File: src/rtl/drive_pkg.sv
// drive_pkg: shared enums, state encoding and speed/turn-cap helpers for drive_speed_ctrl.
// Build option DRIVE_ECO_EN: every table target is clamped to ECO_MAX (90 km/h).
package drive_pkg;

  typedef enum logic [2:0] {
    BB_NONE     = 3'b000,
    BB_RED      = 3'b001,
    BB_YELLOW   = 3'b010,
    BB_GREEN    = 3'b011,
    BB_OBSTACLE = 3'b100,
    BB_LEFT     = 3'b101,
    BB_RIGHT    = 3'b110,
    BB_RSVD     = 3'b111
  } bb_e;

  typedef enum logic [2:0] {
    GPS_ALLEY     = 3'b000,
    GPS_ROAD_1_3  = 3'b001,
    GPS_ROAD_4P   = 3'b010,
    GPS_MOTORWAY  = 3'b011,
    GPS_HWY_1LANE = 3'b100,
    GPS_HWY_L3P   = 3'b101,
    GPS_HWY_L2    = 3'b110,
    GPS_HWY_L1    = 3'b111
  } gps_e;

  typedef enum logic [1:0] {
    H_STRAIGHT = 2'b00,
    H_LEFT     = 2'b01,
    H_RIGHT    = 2'b10
  } handle_e;

  typedef enum logic [2:0] {
    ST_HALT   = 3'd0,
    ST_CRUISE = 3'd1,
    ST_TURN_L = 3'd2,
    ST_TURN_R = 3'd3,
    ST_ABORT  = 3'd4
  } drv_state_e;

  localparam int ECO_MAX = 9;

  // Road-class speed target, saturated to what an spd_w-bit engine code can hold.
  function automatic int tgt_speed(gps_e gps, int spd_w);
    int v;
    int lim;
    case (gps)
      GPS_ALLEY:     v = 1;
      GPS_ROAD_1_3:  v = 4;
      GPS_ROAD_4P:   v = 5;
      GPS_MOTORWAY:  v = 8;
      GPS_HWY_1LANE: v = 8;
      GPS_HWY_L3P:   v = 10;
      GPS_HWY_L2:    v = 11;
      default:       v = 12;
    endcase
`ifdef DRIVE_ECO_EN
    if (v > ECO_MAX) v = ECO_MAX;
`endif
    lim = (1 << spd_w) - 1;
    if (v > lim) v = lim;
    return v;
  endfunction

  // Speed allowed while turning: right 1, left 2 (1 in an alley).
  function automatic int turn_cap(logic right, gps_e gps, int spd_w);
    int v;
    int lim;
    if (right) v = 1;
    else if (gps == GPS_ALLEY) v = 1;
    else v = 2;
    lim = (1 << spd_w) - 1;
    if (v > lim) v = lim;
    return v;
  endfunction

  function automatic logic is_stop(bb_e bb);
    return (bb == BB_RED) || (bb == BB_YELLOW) || (bb == BB_OBSTACLE);
  endfunction

  function automatic logic is_go(bb_e bb);
    return (bb == BB_NONE) || (bb == BB_GREEN) || (bb == BB_RSVD);
  endfunction

endpackage

File: src/rtl/drive_ramp_step.sv
// drive_ramp_step: prescaled up/down saturating speed register.
// Steps one code toward i_tgt every UP_DIV (rising) or DN_DIV (falling) cycles;
// i_clr forces zero, i_cap_en clamps the speed to i_cap at once.
module drive_ramp_step #(
  parameter int SPD_W  = 4,
  parameter int UP_DIV = 8,
  parameter int DN_DIV = 2
) (
  input  logic             clk,
  input  logic             rst_n,
  input  logic             i_clr,
  input  logic             i_cap_en,
  input  logic [SPD_W-1:0] i_cap,
  input  logic             i_run,
  input  logic [SPD_W-1:0] i_tgt,
  output logic [SPD_W-1:0] o_speed
);
  localparam int MAX_DIV = (UP_DIV > DN_DIV) ? UP_DIV : DN_DIV;
  localparam int CNT_W   = $clog2(MAX_DIV) + 1;

  logic [CNT_W-1:0] r_cnt;
  logic [CNT_W-1:0] w_cnt_next;
  logic [CNT_W-1:0] w_div_last;
  logic [SPD_W-1:0] r_speed;
  logic [SPD_W-1:0] w_speed_next;

  // Next speed/prescaler: clear beats cap beats ramp; >= lets a direction change never stall.
  always_comb begin
    w_cnt_next   = r_cnt;
    w_speed_next = r_speed;
    w_div_last   = (i_tgt > r_speed) ? CNT_W'(UP_DIV - 1) : CNT_W'(DN_DIV - 1);
    if (i_clr) begin
      w_cnt_next   = '0;
      w_speed_next = '0;
    end else if (i_cap_en) begin
      w_cnt_next   = '0;
      w_speed_next = (r_speed > i_cap) ? i_cap : r_speed;
    end else if (i_run) begin
      if (r_speed == i_tgt) begin
        w_cnt_next = '0;
      end else if (r_cnt >= w_div_last) begin
        w_cnt_next   = '0;
        w_speed_next = (i_tgt > r_speed) ? r_speed + 1'b1 : r_speed - 1'b1;
      end else begin
        w_cnt_next = r_cnt + 1'b1;
      end
    end
  end

  // Speed and prescaler registers.
  always_ff @(posedge clk or negedge rst_n) begin
    if (!rst_n) begin
      r_cnt   <= '0;
      r_speed <= '0;
    end else begin
      r_cnt   <= w_cnt_next;
      r_speed <= w_speed_next;
    end
  end

  assign o_speed = r_speed;

endmodule

File: src/rtl/drive_speed_ctrl.sv
// drive_speed_ctrl: mode FSM (HALT/CRUISE/TURN_L/TURN_R/ABORT), turn timer and
// debounced restart driving handle/engine from blackbox vision and gps road class.
// Build option DRIVE_ECO_EN: targets clamped to 9 and acceleration divider doubled.
module drive_speed_ctrl
  import drive_pkg::*;
#(
  parameter int SPD_W     = 4,
  parameter int RAMP_DIV  = 8,
  parameter int DECEL_DIV = 2,
  parameter int TURN_CYC  = 16,
  parameter int STOP_HOLD = 4
) (
  input  logic             clk,
  input  logic             rst_n,
  input  logic [2:0]       blackbox,
  input  logic [2:0]       gps,
  output logic [1:0]       handle,
  output logic [SPD_W-1:0] engine,
  output logic [2:0]       state_o,
  output logic             turn_busy
);
`ifdef DRIVE_ECO_EN
  localparam int ACC_DIV = 2 * RAMP_DIV;
`else
  localparam int ACC_DIV = RAMP_DIV;
`endif
  localparam int TURN_W = $clog2(TURN_CYC) + 1;
  localparam int HOLD_W = $clog2(STOP_HOLD) + 1;

  drv_state_e        r_state, w_state_next;
  logic [TURN_W-1:0] r_turn_cnt, w_turn_cnt_next;
  logic [HOLD_W-1:0] r_hold, w_hold_next;
  logic [1:0]        r_handle;
  handle_e           w_handle_next;
  logic              r_turn_busy, w_turn_busy_next;

  bb_e               w_bb;
  gps_e              w_gps;
  logic              w_stop, w_go;
  logic [SPD_W-1:0]  w_table_tgt, w_cap_l, w_cap_r;
  logic              w_ramp_clr, w_ramp_cap_en, w_ramp_run;
  logic [SPD_W-1:0]  w_ramp_tgt, w_ramp_cap;

  assign w_bb        = bb_e'(blackbox);
  assign w_gps       = gps_e'(gps);
  assign w_stop      = is_stop(w_bb);
  assign w_go        = is_go(w_bb);
  assign w_table_tgt = SPD_W'(tgt_speed(w_gps, SPD_W));
  assign w_cap_l     = SPD_W'(turn_cap(1'b0, w_gps, SPD_W));
  assign w_cap_r     = SPD_W'(turn_cap(1'b1, w_gps, SPD_W));

  // Next state, timers and ramp controls; a stop code overrides every state.
  always_comb begin
    w_state_next    = r_state;
    w_turn_cnt_next = r_turn_cnt;
    w_hold_next     = '0;
    w_ramp_clr      = 1'b0;
    w_ramp_cap_en   = 1'b0;
    w_ramp_run      = 1'b0;
    w_ramp_tgt      = w_table_tgt;
    w_ramp_cap      = w_cap_l;
    if (w_stop) begin
      w_state_next    = ST_ABORT;
      w_turn_cnt_next = '0;
      w_ramp_clr      = 1'b1;
    end else begin
      case (r_state)
        ST_HALT: begin
          w_ramp_clr = 1'b1;
          if (w_go) begin
            if (r_hold == HOLD_W'(STOP_HOLD - 1)) w_state_next = ST_CRUISE;
            else w_hold_next = r_hold + 1'b1;
          end
        end
        ST_CRUISE: begin
          if (w_bb == BB_LEFT) begin
            w_state_next    = ST_TURN_L;
            w_turn_cnt_next = TURN_W'(TURN_CYC - 1);
            w_ramp_cap_en   = 1'b1;
            w_ramp_cap      = w_cap_l;
          end else if (w_bb == BB_RIGHT) begin
            w_state_next    = ST_TURN_R;
            w_turn_cnt_next = TURN_W'(TURN_CYC - 1);
            w_ramp_cap_en   = 1'b1;
            w_ramp_cap      = w_cap_r;
          end else begin
            w_ramp_run = 1'b1;
          end
        end
        ST_TURN_L, ST_TURN_R: begin
          w_ramp_run = 1'b1;
          w_ramp_tgt = (r_state == ST_TURN_L) ? w_cap_l : w_cap_r;
          if (r_turn_cnt == '0) w_state_next = ST_CRUISE;
          else w_turn_cnt_next = r_turn_cnt - 1'b1;
        end
        default: begin
          w_ramp_clr   = 1'b1;
          w_state_next = ST_HALT;
        end
      endcase
    end
    w_handle_next    = H_STRAIGHT;
    w_turn_busy_next = 1'b0;
    if (w_state_next == ST_TURN_L) begin
      w_handle_next    = H_LEFT;
      w_turn_busy_next = 1'b1;
    end else if (w_state_next == ST_TURN_R) begin
      w_handle_next    = H_RIGHT;
      w_turn_busy_next = 1'b1;
    end
  end

  // FSM state, turn timer, restart debounce and registered handle/busy outputs.
  always_ff @(posedge clk or negedge rst_n) begin
    if (!rst_n) begin
      r_state     <= ST_HALT;
      r_turn_cnt  <= '0;
      r_hold      <= '0;
      r_handle    <= H_STRAIGHT;
      r_turn_busy <= 1'b0;
    end else begin
      r_state     <= w_state_next;
      r_turn_cnt  <= w_turn_cnt_next;
      r_hold      <= w_hold_next;
      r_handle    <= w_handle_next;
      r_turn_busy <= w_turn_busy_next;
    end
  end

  drive_ramp_step #(
    .SPD_W  (SPD_W),
    .UP_DIV (ACC_DIV),
    .DN_DIV (DECEL_DIV)
  ) u_ramp (
    .clk      (clk),
    .rst_n    (rst_n),
    .i_clr    (w_ramp_clr),
    .i_cap_en (w_ramp_cap_en),
    .i_cap    (w_ramp_cap),
    .i_run    (w_ramp_run),
    .i_tgt    (w_ramp_tgt),
    .o_speed  (engine)
  );

  assign handle    = r_handle;
  assign state_o   = r_state;
  assign turn_busy = r_turn_busy;

endmodule
File: config.mk
export PLATFORM = sky130hd
export DESIGN_NAME = drive_speed_ctrl
export DESIGN_NICKNAME = d
export VERILOG_FILES = /design/src/rtl/drive_pkg.sv /design/src/rtl/drive_ramp_step.sv /design/src/rtl/drive_speed_ctrl.sv
export SDC_FILE = /design/constraint.sdc
export NUM_CORES = 1
export LEC_CHECK = 0
export CAP_MARGIN = 30
export CELL_PAD_IN_SITES_DETAIL_PLACEMENT = 0
export CELL_PAD_IN_SITES_GLOBAL_PLACEMENT = 1
export CORE_MARGIN = 2
export CORE_UTILIZATION = 47
export DETAILED_ROUTE_END_ITERATION = 16
export GPL_TIMING_DRIVEN = 0
export MAX_ROUTING_LAYER = met4
export PLACE_DENSITY = 0.84
export SKIP_LAST_GASP = 1
export SLEW_MARGIN = 15
export SYNTH_ARGS = -nofsm -noshare
export SYNTH_HDL_FRONTEND = slang
export SYNTH_SLANG_ARGS = --single-unit
File: constraint.sdc
create_clock -name clk -period 5.6 [get_ports clk]
set_input_delay 0.84 -clock clk [delete_from_list [all_inputs] [get_ports clk]]
set_output_delay 0.84 -clock clk [all_outputs]
set_load 0.01 [all_outputs]
==> metrics.md <==
| Metric | Value |
|---|---|
| Result of the run | `completed` |
| Count of cells resized by post-cts repair | `0` |
| Actual slew at the worst max-slew pin | `0.4836 ns` |
| Total wire length after detailed routing | `3.074 mm` |
| Worst-path maximum fanout | `9` |
| Required time of the critical path | `5.79 ns` |
| Maximum number of pins on one net before global-route repair | `23` |
| Gr usage total | `0.1808` |
| Net count of the mapped netlist | `181` |
| Max Freq | `200.3 MHz` |
| Clock group share of total power | `0.285` |
| Fraction of power consumed by sequential logic | `0.542` |
| Most instantiated library cell after synthesis | `dfrtp_1` |
| CTS HTree Levels | `1` |
| Number of synthesized flops with an enable pin | `0` |
| Setup repair after global routing missed its margin | `false` |
| Router iterations before antenna repair | `4` |
| Root buffer cell | `clkbuf_4` |
| Number of buffers created by CTS | `3` |
| Worst hold slack after final layout | `0.4585 ns` |
| Utilization after layout | `0.5535` |
| Clock-pin transition on the worst setup and hold timing paths | `0.12 ns` |
| Proportion of power drawn by combinational gates | `0.173` |
| Period utilization | `0.8915` |
| Seq cells post-synth | `22` |
| Max-cap violations | `0` |
| Number of diodes added for antenna fixing | `0` |
| Arrival time of data at the critical path endpoint | `5.18 ns` |
| Rows | `21` |
| Top cells by count, synth | `dfrtp_1 (22), ha_1 (13), inv_1 (13), nor2_1 (12), nand2_1 (10)` |
| Sequential fraction of the synthesis area | `0.3500` |
| Clock latency on the worst-skew pair | `0.30 ns` |
| Final setup skew | `0.003857 ns` |
| Violation count after the first detailed-route iteration | `64` |
| Average via count per standard cell | `5.540` |
| Post CTS Setup Buffer Count | `0` |
| Mapped Area | `0.001573 mm^2` |
| Number of antenna violations at the first check in global routing | `0` |
| Headroom to the max-slew limit | `0.6776` |
| Hold violation count in the final report | `0` |
| Routed len/inst | `13.72 um` |
| Net Sw Power | `78.32 uW` |
| Start of the worst register-to-register path | `state_o[2]` |
| Number of global-route vias before repair | `1,142` |
| Int Pwr | `222.7 uW` |
| Die footprint | `0.003825 mm^2` |
| Post-layout nets | `201` |
| Gate Count Post-Synth | `159` |
| Count of cell types in the netlist | `55` |
| Highest layer used for signal routing | `met4` |
| Number of buffer cells added on primary ports | `14` |
| GR Overflow Total | `0` |
| Hold-fix buffers, CTS | `0` |
| Total DRC errors in the routed layout | `0` |
| Met3 WL post-DR | `61 um` |
| Number of placed I/O pins | `18` |
| Total power density per cell area | `165.6 mW/mm^2` |
| Hold WC Path Type | `flop to flop` |
| Global-route wire length before repair | `5.064 mm` |
| Post-route ant nets | `0` |
| Fraction of post-synthesis cell area in the top cell type by area | `0.3500` |
| Number of vias in the routed layout | `1,241` |
| Horizontal die dimension | `61.85 um` |
| Leading post-synthesis cells by cell area | `dfrtp_1 (35%), ha_1 (10%), inv_1 (3.1%), a21oi_1 (2.9%), nor2_1 (2.9%)` |
| Estimated wirelength of the detail-placed design | `2.493 mm` |
| Syn. warnings | `0` |
| Wire length the detailed router placed on met1 | `1.563 mm` |
| Count of pins over their slew limit | `0` |
| VDD IR max | `77.22 uV` |
| Area of the placeable core | `0.003284 mm^2` |
| Min-Delay Startpoint | `r_hold[0]` |
| Effective utilization at floorplan | `0.4789` |
| Die H | `61.85 um` |
| Endpoint type of the worst setup path | `flop` |
| Shortest period the worst path allows | `4.992 ns` |
| Post-synth ARST share | `1.000` |
| Average size of a mapped cell | `9.892 um^2` |
| Share of total power consumed by net switching | `0.2602` |
| Clock sink total | `22` |
| Wire length on met2 | `1.426 mm` |
| CP startpoint kind | `primary input` |
| Category of the critical setup timing path | `primary input to flop` |
| Leakage power summed over all cells | `0.8071 nW` |
| Total setup violations reported at the end of the flow | `0` |
| CTS tree | `yes` |
| Clk buf depth | `2` |
| Final Power | `301.1 uW` |
| Dominant synthesized flop cell | `dfrtp_1` |
| Share of final-layout standard cells stronger than drive strength 1 | `0.1236` |
| Start point of the critical path | `blackbox[2]` |
| Final estimated routing congestion in global placement | `0.8182` |
| Area growth from synthesis to layout | `15.59%` |
| Largest area contributor in the netlist | `dfrtp_1` |
| Layout fillers | `305` |
| Setup TNS | `0 ns` |
-- power groups by stage --
stage / logic [mW] / registers (mW) / clock network, mW
floorplan: 0.0342 / 0.166 / 0
global placement: 0.0490 / 0.166 / 0
detailed placement: 0.0513 / 0.166 / 0
CTS: 0.0515 / 0.163 / 0.0870
global route: 0.0586 / 0.164 / 0.0937
finish: 0.0520 / 0.163 / 0.0859
-- metrics by stage --
stage | cells | setup WS [ns] | instance area, um^2
after floorplan | 159 | 1.295 | 1573
after global placement | 219 | 0.3802 | 1770
after detailed placement | 219 | 0.2842 | 1770
after CTS | 223 | 0.6045 | 1807
after global routing | 224 | 0.3173 | 1818
final | 224 | 0.6076 | 1818
-- sequential cells by signal (all words and copies together), names as in the netlist --
name / flops
r_turn_cnt: 5
u_ramp.o_speed: 4
u_ramp.r_cnt: 4
r_hold: 3
state_o: 3
handle: 2
turn_busy: 1
-- cells in the final DEF (no fill, tap or decap), types with 3 or more instances in the layout --
master and count:
dfrtp_1 22, clkdlybuf4s50_1 14, inv_1 13, ha_1 13, nor2_1 12, nand2_1 10
a21oi_1 9, o21ai_0 4, nor3_1 4, xor2_1 3, nor3b_1 3, nor2b_1 3
o311a_1 3, o21a_1 3, a211oi_1 3, nand3_1 3, clkbuf_4 3
-- final timing paths --
| check | to | slack [ns] | depth (start not counted) |
|---|---|---|---|
| min in group asynchronous | r_turn_cnt[4] | 0.84 | 1 |
| setup reg to reg | u_ramp.o_speed[1] | 1.42 | 14 |
| hold / removal | r_hold[0] | 0.46 | 1 |
| hold reg to reg | r_hold[0] | 0.46 | 1 |
| setup / recovery | u_ramp.o_speed[1] | 0.61 | 16 |
| max in group asynchronous | r_turn_cnt[3] | 4.29 | 2 |
-- critical path: stages --
cell and delay, ns:
clkdlybuf4s50_1 0.53, xor2_1 0.19, mux2_4 0.35, nor2_1 0.35, a211oi_1 0.13, nor3_1 0.20
ha_1 0.30, nor2b_1 0.14, o311ai_0 0.39, or2_2 0.25, ha_1 0.25, a21o_1 0.15
a211oi_1 0.41, nor3_2 0.14, nor3_4 0.19, mux2_1 0.35
-- layer usage --
metal / track usage / vias up
li1: - / 630
met1: 0.2551 / 594
met2: 0.2692 / 15
met3: 0.02692 / 2
met4: 0.05167 / 0
met5: - / -
-- final cells by class --
| class | count | area, um^2 | area share |
|---|---|---|---|
| Buffer | 3 | 18.77 | 0.01032 |
| Clock buffer | 4 | 36.28 | 0.01996 |
| Inverter | 13 | 48.80 | 0.02684 |
| Multi-Input combinational cell | 121 | 954.7 | 0.5251 |
| Sequential cell | 22 | 550.5 | 0.3028 |
| Tap cell | 46 | 57.56 | 0.03166 |
| Timing Repair Buffer | 15 | 151.4 | 0.08328 |
-- cell families after synthesis --
kind of cell,Yosys count,share of synthesized area
adders and majority gates,14,0.1162
DFF,22,0.3500
AOI/OAI and AO/OA,43,0.2180
xor gates and xnor gates,5,0.02785
buffers and inverters,16,0.04296
muxes,4,0.03023
and+or+nand+nor,55,0.2148
Power figures use the tool's default switching activity.
